File: config.mk
export PLATFORM = sky130hd
export DESIGN_NAME = pair_collector_flat
export DESIGN_NICKNAME = d
export VERILOG_FILES = /design/src/rtl/pair_collector_if.sv /design/src/rtl/pair_collector.sv /design/src/flat_wrapper.sv
export SDC_FILE = /design/constraint.sdc
export NUM_CORES = 1
export LEC_CHECK = 0
export CAP_MARGIN = 20
export CORE_MARGIN = 2
export CORE_UTILIZATION = 43
export CTS_BUF_LIST = sky130_fd_sc_hd__clkbuf_8
export DETAILED_ROUTE_END_ITERATION = 12
export GPL_TIMING_DRIVEN = 0
export PLACE_DENSITY = 0.78
export RECOVER_POWER = 100
export SYNTH_ARGS = -nofsm -noshare
export SYNTH_HDL_FRONTEND = slang
export SYNTH_SLANG_ARGS = --single-unit
File: constraint.sdc
create_clock -name clk -period 2.1 [get_ports clk]
set_clock_uncertainty 0.05 [all_clocks]
set_input_delay 0.42 -clock clk [delete_from_list [all_inputs] [get_ports clk]]
set_output_delay 0.42 -clock clk [all_outputs]
set_load 0.01 [all_outputs]
File: src/rtl/pair_collector_if.sv
// rtl/pair_collector_if.sv - word-in / pair-out handshake bundle for pair_collector
interface pair_collector_if #(
  parameter int WIDTH   = 32,
  parameter int COUNT_W = 16
);
  logic               in_valid;
  logic               in_ready;
  logic [WIDTH-1:0]   in_data;
  logic               flush;
  logic               out_valid;
  logic               out_ready;
  logic [WIDTH-1:0]   out_a;
  logic [WIDTH-1:0]   out_b;
  logic               out_partial;
  logic [COUNT_W-1:0] pair_count;

  // Block side: consumes words, produces pairs.
  modport slave (
    input  in_valid, in_data, flush, out_ready,
    output in_ready, out_valid, out_a, out_b, out_partial, pair_count
  );

  // Environment side: supplies words, takes pairs.
  modport master (
    output in_valid, in_data, flush, out_ready,
    input  in_ready, out_valid, out_a, out_b, out_partial, pair_count
  );
endinterface

File: src/rtl/pair_collector.sv
// rtl/pair_collector.sv - groups a word stream into (a, b) pairs, flush closes a lone word
module pair_collector #(
  parameter int WIDTH   = 32,
  parameter int COUNT_W = 16
) (
  input  logic           clk,
  input  logic           rst_n,
  pair_collector_if.slave bus
);

  typedef enum logic [1:0] {
    IDLE = 2'd0,
    HALF = 2'd1,
    FULL = 2'd2
  } state_t;

  state_t state;
  logic   accept;
  logic   pop;

  // A held pair blocks new words unless it leaves on this same edge.
  assign bus.in_ready = (state != FULL) | bus.out_ready;
  assign accept       = bus.in_valid & bus.in_ready;
  assign pop          = bus.out_valid & bus.out_ready;

  // Pair-building FSM; every output except in_ready is registered here.
  always_ff @(posedge clk or negedge rst_n) begin
    if (!rst_n) begin
      state           <= IDLE;
      bus.out_valid   <= 1'b0;
      bus.out_a       <= {WIDTH{1'b0}};
      bus.out_b       <= {WIDTH{1'b0}};
      bus.out_partial <= 1'b0;
      bus.pair_count  <= {COUNT_W{1'b0}};
    end else begin
      case (state)
        IDLE: begin
          // A flush with nothing held has nothing to close.
          if (accept) begin
            bus.out_a <= bus.in_data;
            state     <= HALF;
          end
        end
        HALF: begin
          // A real second word beats a flush arriving on the same edge.
          if (accept) begin
            bus.out_b       <= bus.in_data;
            bus.out_partial <= 1'b0;
            bus.out_valid   <= 1'b1;
            state           <= FULL;
          end else if (bus.flush) begin
            bus.out_b       <= {WIDTH{1'b0}};
            bus.out_partial <= 1'b1;
            bus.out_valid   <= 1'b1;
            state           <= FULL;
          end
        end
        FULL: begin
          // Without a pop everything holds; accept implies pop here.
          if (pop) begin
            bus.pair_count <= bus.pair_count + COUNT_W'(1);
            bus.out_valid  <= 1'b0;
            if (accept) begin
              bus.out_a <= bus.in_data;
              state     <= HALF;
            end else begin
              state <= IDLE;
            end
          end
        end
        default: begin
          state         <= IDLE;
          bus.out_valid <= 1'b0;
        end
      endcase
    end
  end

endmodule

File: src/flat_wrapper.sv
// flat-port wrapper written by rule: the top's interface ports become plain ports
module pair_collector_flat 
#(
  parameter int WIDTH   = 32,
  parameter int COUNT_W = 16
)
  (clk, rst_n, bus_in_valid, bus_in_data, bus_flush, bus_out_ready, bus_in_ready, bus_out_valid, bus_out_a, bus_out_b, bus_out_partial, bus_pair_count);
  pair_collector_if #(.WIDTH(WIDTH), .COUNT_W(COUNT_W)) bus_i ();
  input  logic clk;
  input  logic rst_n;
  input wire logic [$bits(bus_i.in_valid)-1:0] bus_in_valid;
  input wire logic [$bits(bus_i.in_data)-1:0] bus_in_data;
  input wire logic [$bits(bus_i.flush)-1:0] bus_flush;
  input wire logic [$bits(bus_i.out_ready)-1:0] bus_out_ready;
  output wire logic [$bits(bus_i.in_ready)-1:0] bus_in_ready;
  output wire logic [$bits(bus_i.out_valid)-1:0] bus_out_valid;
  output wire logic [$bits(bus_i.out_a)-1:0] bus_out_a;
  output wire logic [$bits(bus_i.out_b)-1:0] bus_out_b;
  output wire logic [$bits(bus_i.out_partial)-1:0] bus_out_partial;
  output wire logic [$bits(bus_i.pair_count)-1:0] bus_pair_count;
  assign bus_i.in_valid = bus_in_valid;
  assign bus_i.in_data = bus_in_data;
  assign bus_i.flush = bus_flush;
  assign bus_i.out_ready = bus_out_ready;
  assign bus_in_ready = bus_i.in_ready;
  assign bus_out_valid = bus_i.out_valid;
  assign bus_out_a = bus_i.out_a;
  assign bus_out_b = bus_i.out_b;
  assign bus_out_partial = bus_i.out_partial;
  assign bus_pair_count = bus_i.pair_count;
  pair_collector #(.WIDTH(WIDTH), .COUNT_W(COUNT_W)) u_core (.clk(clk), .rst_n(rst_n), .bus(bus_i));
endmodule
==> summary.md, run 1 <==
| Metric | Value |
|---|---|
| Grt ovf | `0` |
| Core ar. | `7250 µm²` |
| Hold path cells | `1` |
| Post-synth ARST share | `100%` |
| Total negative slack | `0 ps` |
| Critical Path RT | `1630 ps` |
| Total chip power | `between 6 and 7 mW` |
| IO buf count | `119` |
| Final setup viols | `0` |
| Full die area | `8170 µm²` |
| Fin cells | `approximately 460` |
| GPL Wtd Cong | `0.779` |
| Unrepaired setup endpoints after global routing | `no` |
| FF-to-FF setup slack | `approximately 250 ps` |
| Worst r2r src | `u_core.state[0]` |
| Critical path class | `flop to output pin` |
| Root Buffer | `clkbuf_8` |
| Via count | `2339` |
| Sw power | `1.97 mW` |
| Global-route wire length before repair | `12800 µm` |
| N_diodes | `0` |
| Int Power | `4.28 mW` |
| Synth Register Bits | `84` |
| Critical path arrival | `1570 ps` |
| Top Ports | `120` |
| Total of max-cap violations | `0` |
| Clock slew at reported path FFs | `around 80 ps` |
| Critical path origin | `u_core.state[1]` |
| # fillers | `approximately 590` |
| Placed cells | `445` |
| Post-synth EDFFs | `0` |
| DRT iter0 DRCs | `78` |
| DR DRC count | `0` |
| Worst Path Max Fanout | `7` |
| Final Cycle Share | `96.9%` |
| Post-synthesis sequential area ratio | `roughly two thirds` |
| Area of the multi-input gates | `1050 µm²` |
| Largest net degree at the start of global routing | `61` |
| Die H | `90.4 µm` |
| First-pass detailed-route iteration total | `4` |
| Worst-case reg-to-reg path depth | `4` |
| Switching part of the total | `a little under a third` |
| Total wire length | `roughly 7700 µm` |
| Post-Syn Instances | `between 200 and 250` |
| Area grow syn2layout | `47.6%` |
| Skew-Pair Late Insertion Delay | `340 ps` |
| Synth area leader | `dfrtp_1` |
| GRT Util Overall | `19.7%` |
| Antenna-violating nets left | `0` |
| Worst setup EP type | `output pin` |
| CTS tree | `done` |
| Count leader, synth | `dfrtp_1` |
| Clock Path Buffers | `2` |
| Main synth FF type | `dfrtp_1` |
| Initial antenna violation count | `0` |
| TritonCTS sink count | `84` |
| Outcome | `completed` |
| Final min period | `~2000 ps` |
| Clock power share | `a little under a fifth` |
| Die W | `~90 µm` |
| Dpl ws | `-479 ps` |
| Syn_nets | `264` |
| Slew headroom | `50.5%` |
| Startpoint types | `flop` |
| Initial Util | `44.3%` |
| Avg WL per Cell | `roughly 17 µm` |
| H-Tree Depth | `3` |
| Final worst slack | `roughly 64 ps` |
| Top post-synthesis cells by count | `84 x dfrtp_1, 32 x a22o_1, 32 x mux2_2, 13 x nand2_1, 8 x xor2_1` |
| Static leakage | `2.21 nW` |
| Worst Hold Path EP | `u_core.bus.pair_count[15]` |
| FF+latch area | `2100 µm²` |
| Hold path start | `u_core.bus.pair_count[15]` |
| Max Clk Rate | `approximately 490 MHz` |
| Comb pwr share | `39.7%` |
| Final Max Tran Viols | `0` |
| Top cells by area, synth | `dfrtp_1 65%, mux2_2 11%, a22o_1 8.7%` |
| Netlist cell types | `31` |
| Worst vdd ir | `about 0.59 mV` |
| Final core utilization | `65.3%` |
| Site Rows | `31` |
| Endpoints failing hold | `0` |
| CTS buffer count | `9` |
| Layout Nets | `396` |
| Area share of the largest cell type after synthesis | `approximately two thirds` |
| PD cells | `between 1000 and 1500 nW/µm²` |
| Syn avg cell area | `14.2 µm²` |
| Worst slew pin tran | `742 ps` |
| Via/cell ratio | `5.06` |
| Capturing point of the worst reg2reg path | `u_core.bus.out_a[29]` |
| Final HPWL DP | `5370 µm` |
| Vias in the first global route | `approximately 2500` |
| HP Class | `flop to flop` |
| Share of layout cells above drive strength 1 | `15.7%` |
| Post-Syn Area | `3210 µm²` |
| Yosys warns | `0` |
| Flop pwr share | `41.7%` |
==> how the worst max path moves through the flow <==
stage                                          end  slack (ps)
after floorplan           u_core.bus.pair_count[7]         470
after global placement        u_core.bus.out_a[10]       -2420
after detailed placement      u_core.bus.out_a[12]        -480
after CTS                             bus_in_ready          60
after global routing          u_core.bus.out_b[18]          10
final                                 bus_in_ready          60
==> cells by family after synthesis <==
kind of cell / count (synthesis) / share of synthesized area (%)
XOR/XNOR: 15 / 4.09
AO/OA/AOI/OAI: 37 / 9.70
adder cells (fa/ha/maj): 1 / 0.390
flip-flops: 84 / 65.5
multiplexers: 32 / 11.2
AND/OR/NAND/NOR: 44 / 7.37
buffers and inverters: 13 / 1.75
==> worst max-delay path, cell delays in order, from the launching register on <==
cell and delay (ps):
dfrtp_1 470, or3b_2 460, dlygate4sd2_1 300
==> cell type report <==
class | instances | area share, %
clock buffers | 11 | 3.19
repair buffers | 121 | 25.3
inverters | 3 | 0.238
flip-flops and latches | 84 | 44.4
multi-input cells | 129 | 22.2
well taps | 99 | 2.61
plain buffers | 10 | 0.950
clock inverters | 5 | 1.08
==> power by group through the flow <==
stage	combinational (mW)	sequential (mW)	clock, mW
after floorplan	0.862	2.91	0
after global placement	2.69	2.64	0
after detailed placement	2.76	2.65	0
after CTS	2.76	2.64	1.19
after global routing	2.67	2.70	1.26
final	2.48	2.61	1.16
==> registers in the layout, indices dropped and copies added, names as in the netlist <==
signal	count
u_core.bus.out_a	32
u_core.bus.out_b	32
u_core.bus.pair_count	16
u_core.state	2
u_core.bus.out_partial	1
u_core.bus.out_valid	1
==> layer usage <==
layer	up-vias	share of wire [%]	GRT usage [%]
li1	1085	-	-
met1	1161	45	25.7
met2	84	48	32.6
met3	9	5.2	4.51
met4	0	1.3	6.54
met5	-	0	0
==> repair_timing <==
item / in CTS / in global routing
endpoints found under the hold margin: 24 / 0
setup buffers: 0 / 0
setup endpoints to repair: 30 / 0
resized for setup: 3 / 0
hold buffers: 1 / 0
==> per-stage QoR <==
step           instance area (µm²)  hold slack [ps]
2_1_floorplan                 3210             74.4
3_3_place_gp                  4530              414
3_5_place_dp                  4550              308
4_1_cts                       4760              411
5_1_grt                       4740              444
6_report                      4740              424
==> placed cells by master, fill, tap and decap left out, types with 2 or more instances in the layout <==
cell             netlist  routed
a22o_1                32      32
buf_2                  6       3
clkbuf_1               4       4
clkbuf_2               0       4
clkbuf_8               0      11
clkdlybuf4s50_1        0      33
clkinv_2               0       2
dfrtp_1               84      84
dlygate4sd2_1          0       2
dlygate4sd3_1          0      84
inv_1                  3       4
mux2_2                32      32
nand2_1               13      14
nand2b_1               2       2
nand3_1                3       3
nand4_1                2       2
nor2_1                 7       7
nor2b_1                2       2
nor3_1                 2       2
nor4_1                 3       3
xnor2_1                7       7
xor2_1                 8       8
No activity file was read; power rests on OpenSTA's default activity.
==> run 2: changes to the inputs <==
==> constraint.sdc (replaced) <==
create_clock -name clk -period 2.1 [get_ports clk]
set_clock_uncertainty 0.05 [all_clocks]
set_input_delay 0.42 -clock clk [delete_from_list [all_inputs] [get_ports clk]]
set_output_delay 0.42 -clock clk [all_outputs]
set_load 0.005 [all_outputs]
==> summary.md, run 2 (same netlist as run 1, synthesis figures left out) <==
| Metric | Value |
|---|---|
| Initial Util | `between 40 and 50%` |
| Full die area | `8170 µm²` |
| Number of setup buffers added after CTS | `0` |
| Max Clk Rate | `between 400 and 500 MHz` |
| Critical path class | `flop to output pin` |
| Top Registers | `u_core.bus.out_a: 32 flops, u_core.bus.out_b: 32 flops, u_core.bus.pair_count: 16 flops` |
| Critical path origin | `u_core.state[1]` |
| Hold path cells | `2` |
| Die H | `90.4 µm` |
| Avg WL per Cell | `16.6 µm` |
| Critical Path RT | `1630 ps` |
| Final HPWL DP | `5370 µm` |
| Core ar. | `7250 µm²` |
| DRT iter0 DRCs | `84` |
| Worst Hold Path EP | `u_core.bus.out_valid` |
| Layout Nets | `396` |
| Worst r2r src | `u_core.state[0]` |
| Initial antenna violation count | `0` |
| Final Cycle Share | `96.1%` |
| GPL Wtd Cong | `0.779` |
| CTS buffer count | `9` |
| HP Class | `input port to flop` |
| Worst-case reg-to-reg path depth | `4` |
| Largest net degree at the start of global routing | `61` |
| Total of max-cap violations | `0` |
| Dpl ws | `-479 ps` |
| Hold path start | `bus_out_ready` |
| Top Ports | `120` |
| Capturing point of the worst reg2reg path | `u_core.bus.out_a[12]` |
| Die W | `90.4 µm` |
| Clock Path Buffers | `2` |
| Area grow syn2layout | `48.4%` |
| Final min period | `approximately 2000 ps` |
| IO buf count | `~120` |
| Via/cell ratio | `5.08` |
| Vias in the first global route | `approximately 2500` |
| Slew headroom | `54.7%` |
| Startpoint types | `flop` |
| Share of layout cells above drive strength 1 | `approximately 16%` |
| Worst Path Max Fanout | `7` |
| Critical path arrival | `between 1500 and 2000 ps` |
| Endpoints failing hold | `0` |
| Antenna-violating nets left | `0` |
| Worst setup EP type | `output pin` |
| Worst vdd ir | `~0.57 mV` |
| Total wire length | `between 7000 and 8000 µm` |
| PD cells | `between 1000 and 1500 nW/µm²` |
| First-pass detailed-route iteration total | `4` |
| # fillers | `between 500 and 600` |
| Unrepaired setup endpoints after global routing | `no` |
| H-Tree Depth | `3` |
| Skew-Pair Late Insertion Delay | `340 ps` |
| DR DRC count | `0` |
| Final setup viols | `0` |
| GRT Util Overall | `19.7%` |
| Grt ovf | `0` |
| CTS tree | `done` |
| Total chip power | `6.01 mW` |
| Site Rows | `31` |
| TritonCTS sink count | `84` |
| Final core utilization | `65.7%` |
| Static leakage | `roughly 2.2 nW` |
| Final worst slack | `82.6 ps` |
| Root Buffer | `clkbuf_8` |
| Outcome | `completed` |
| Global-route wire length before repair | `12800 µm` |
| Worst slew pin tran | `679 ps` |
| Most frequent cells in the layout | `84 x dlygate4sd3_1, 84 x dfrtp_1, 33 x clkdlybuf4s50_1, 32 x a22o_1, 32 x mux2_2` |
| Final Max Tran Viols | `0` |
| Clock slew at reported path FFs | `~80 ps` |
| Total negative slack | `0 ps` |
| FF-to-FF setup slack | `between 200 and 300 ps` |
| Via count | `2345` |
| N_diodes | `0` |
-- run 2: changes by cell type in the layout (fill, tap and decap cells not counted), sizes merged --
cell	delta
buf	+2
dlygate4sd2	-1
clkbuf	-2
dlymetal6s2s	+1
-- run 2: final cells by class --
class | count | area [µm²] | share of cell area, %
clock buffer | 11 | 151 | 3.18
inverter | 3 | 11.3 | 0.236
clock inverter | 5 | 51.3 | 1.08
buffer | 10 | 45.0 | 0.946
tap | 99 | 124 | 2.60
sequential | 84 | 2100 | 44.1
timing repair buffer | 121 | 1220 | 25.7
multi-input combinational | 129 | 1050 | 22.1
-- run 2: power by group --
group	switching, mW	internal (mW)	total, mW
logic	0.810	1.43	2.24
clock network	0.555	0.607	1.16
registers	0.364	2.24	2.61
total	1.73	4.28	6.01
-- run 2: routing by layer --
metal	routed length, µm	part of all wire [%]	track usage [%]
met3	409	5.3	4.51
met4	79	1.0	6.54
met1	3400	44	25.7
met5	0	0	0
met2	3790	49	32.6
-- run 2: worst max-delay path by stage --
stage | to | slack [ps] | depth (start not counted)
2_1_floorplan | u_core.bus.pair_count[7] | 480 | 4
3_3_place_gp | u_core.bus.out_a[10] | -2420 | 1
3_5_place_dp | u_core.bus.out_a[12] | -480 | 5
4_1_cts | bus_in_ready | 10 | 3
5_1_grt | u_core.bus.out_a[12] | 20 | 5
6_report | bus_in_ready | 80 | 2
-- run 2: stage by stage --
stage	hold slack, ps	std cells	cell area (µm²)
finish	327	462	4760
global route	340	462	4760
CTS	431	462	4770
detailed placement	308	445	4550
global placement	414	444	4530
floorplan	74.4	226	3210
-- run 2: critical path, stage by stage (launching register included) --
cell and delay (ps):
dfrtp_1 470, or3b_2 460, dlygate4sd2_1 280
-- run 2: repair_timing --
item / CTS / global route
hold buffers: 1 / 0
gates resized for setup: 2 / 1
pin swaps: 0 / 0
hold endpoints to repair: 24 / 0
setup endpoints to repair: 30 / 1
==> run 3: changes to the inputs <==
--- a/config.mk
+++ b/config.mk
@@ -11,6 +11,7 @@
 export CTS_BUF_LIST = sky130_fd_sc_hd__clkbuf_8
 export DETAILED_ROUTE_END_ITERATION = 12
 export GPL_TIMING_DRIVEN = 0
+export MAX_ROUTING_LAYER = met4
 export PLACE_DENSITY = 0.78
 export RECOVER_POWER = 100
 export SYNTH_ARGS = -nofsm -noshare
==> summary.md, run 3 (same netlist as run 1, synthesis figures left out) <==
| Metric | Value |
|---|---|
| Outcome | `completed` |
| HP Class | `input port to flop` |
| Area grow syn2layout | `48.4%` |
| Startpoint types | `flop` |
| Initial antenna violation count | `0` |
| Worst vdd ir | `0.568 mV` |
| Top Registers | `u_core.bus.out_a: 32 flops, u_core.bus.out_b: 32 flops, u_core.bus.pair_count: 16 flops` |
| Worst slew pin tran | `681 ps` |
| Int Power | `4.28 mW` |
| Top Ports | `120` |
| Hold path start | `bus_out_ready` |
| Final min period | `slightly above 2000 ps` |
| Final Cycle Share | `95.9%` |
| TritonCTS sink count | `84` |
| GRT Util Overall | `20.2%` |
| Critical path class | `flop to output pin` |
| CTS tree | `done` |
| Flop pwr share | `a little over two fifths` |
| Switching part of the total | `28.8%` |
| Via count | `2347` |
| CTS buffer count | `9` |
| Total wire length | `about 7700 µm` |
| Worst path max stage delay | `470 ps` |
| Grt ovf | `0` |
| Via/cell ratio | `5.08` |
| DRT iter0 DRCs | `88` |
| Static leakage | `2.22 nW` |
| Worst Path Max Fanout | `7` |
| FF-to-FF setup slack | `270 ps` |
| Sw power | `1.73 mW` |
| Full die area | `8170 µm²` |
| Avg WL per Cell | `16.7 µm` |
| Slowest CP cell | `dfrtp_1` |
| H-Tree Depth | `3` |
| Hold path cells | `2` |
| Die H | `90.4 µm` |
| Worst Hold Path EP | `u_core.bus.out_valid` |
| Top Layer Used | `met4` |
| Unrepaired setup endpoints after global routing | `no` |
| Met3 wire length | `between 300 and 400 µm` |
| Global-route wire length before repair | `approximately 13000 µm` |
| Critical Path RT | `1630 ps` |
| Clock Path Buffers | `2` |
| PD cells | `about 1300 nW/µm²` |
| Final setup viols | `0` |
| Share of layout cells above drive strength 1 | `15.7%` |
| Initial Util | `about 44%` |
| Min Hold Slack | `326 ps` |
| Most frequent cells in the layout | `84 x dlygate4sd3_1, 84 x dfrtp_1, 33 x clkdlybuf4s50_1, 32 x a22o_1, 32 x mux2_2` |
| Final worst slack | `86.4 ps` |
| Worst-case reg-to-reg path depth | `4` |
| Critical path arrival | `between 1500 and 2000 ps` |
| Clock power share | `19.4%` |
| Total of max-cap violations | `0` |
| Site Rows | `31` |
| Vias in the first global route | `2479` |
| Cell Chain, Critical Path | `or3b_2 -> dlygate4sd2_1` |
| Largest net degree at the start of global routing | `61` |
| Antenna-violating nets left | `0` |
| Wl on met1 | `about 3500 µm` |
| Clock slew at reported path FFs | `around 80 ps` |
| Core ar. | `about 7300 µm²` |
| Endpoints failing hold | `0` |
| GPL Wtd Cong | `0.790` |
| N_diodes | `0` |
| Total negative slack | `0 ps` |
| Layout Nets | `396` |
| Final Max Tran Viols | `0` |
| Routed length on met2 | `3750 µm` |
| IO buf count | `approximately 120` |
| Capturing point of the worst reg2reg path | `u_core.bus.out_a[15]` |
| Max Clk Rate | `497 MHz` |
| Dpl ws | `-479 ps` |
| Comb pwr share | `37.3%` |
| Root Buffer | `clkbuf_8` |
| Skew-Pair Late Insertion Delay | `~340 ps` |
| First-pass detailed-route iteration total | `4` |
| Worst r2r src | `u_core.state[0]` |
| Die W | `between 90 and 100 µm` |
| Slew headroom | `54.6%` |
| Final HPWL DP | `about 5400 µm` |
| DR DRC count | `0` |
| Worst setup EP type | `output pin` |
## run 3: how the worst max path moves through the flow
stage	cells after the start	to	from
after CTS	3	bus_in_ready	bus_out_ready
after global placement	1	u_core.bus.out_a[10]	rst_n
after global routing	5	u_core.bus.out_a[12]	bus_in_valid
after detailed placement	5	u_core.bus.out_a[12]	bus_out_ready
after floorplan	4	u_core.bus.pair_count[7]	u_core.state[0]
final	2	bus_in_ready	u_core.state[1]
## run 3: cell type report
cell class              count  area, µm²
plain buffers              10       45.0
fillers                   585       2490
inverters                   3       11.3
flip-flops and latches     84       2100
clock buffers              11        151
well taps                  99        124
repair buffers            121       1220
clock inverters             5       51.3
multi-input cells         129       1050
## run 3: timing repair
item / CTS / global route
resized for setup: 2 / 1
hold endpoints to repair: 24 / 0
pin swaps: 0 / 0
hold buffers: 1 / 0
setup buffers: 0 / 0
endpoints found under the setup margin: 30 / 1
## run 3: through the flow
step / cell area, µm² / power, mW / util [%] / instances
after floorplan: 3210 / 3.53 / - / 226
after global placement: 4530 / 5.07 / 62.4 / 444
after detailed placement: 4550 / 5.16 / 62.7 / 445
after CTS: 4770 / 6.35 / 65.7 / 462
after global routing: 4760 / 6.39 / 65.7 / 462
final: 4760 / 6.01 / 65.7 / 462
## run 3: power groups by stage
| stage | Clock [mW] | Sequential, mW | Combinational [mW] |
|---|---|---|---|
| floorplan | 0 | 2.67 | 0.862 |
| global placement | 0 | 2.64 | 2.44 |
| detailed placement | 0 | 2.65 | 2.51 |
| CTS | 1.19 | 2.64 | 2.52 |
| global route | 1.26 | 2.70 | 2.43 |
| finish | 1.16 | 2.61 | 2.24 |
## run 3: worst max-delay path: cells and delay by family (launching register included)
kind                   cells  cell delay [ps]
AND/OR/NAND/NOR            1              460
buffers and inverters      1              280
flip-flops                 1              470
## run 3: metal layers
metal / GRT usage [%] / vias to the layer above
li1: - / 1082
met1: 26.2 / 1177
met2: 32.7 / 79
met3: 3.59 / 9
met4: 6.54 / 0
met5: - / -
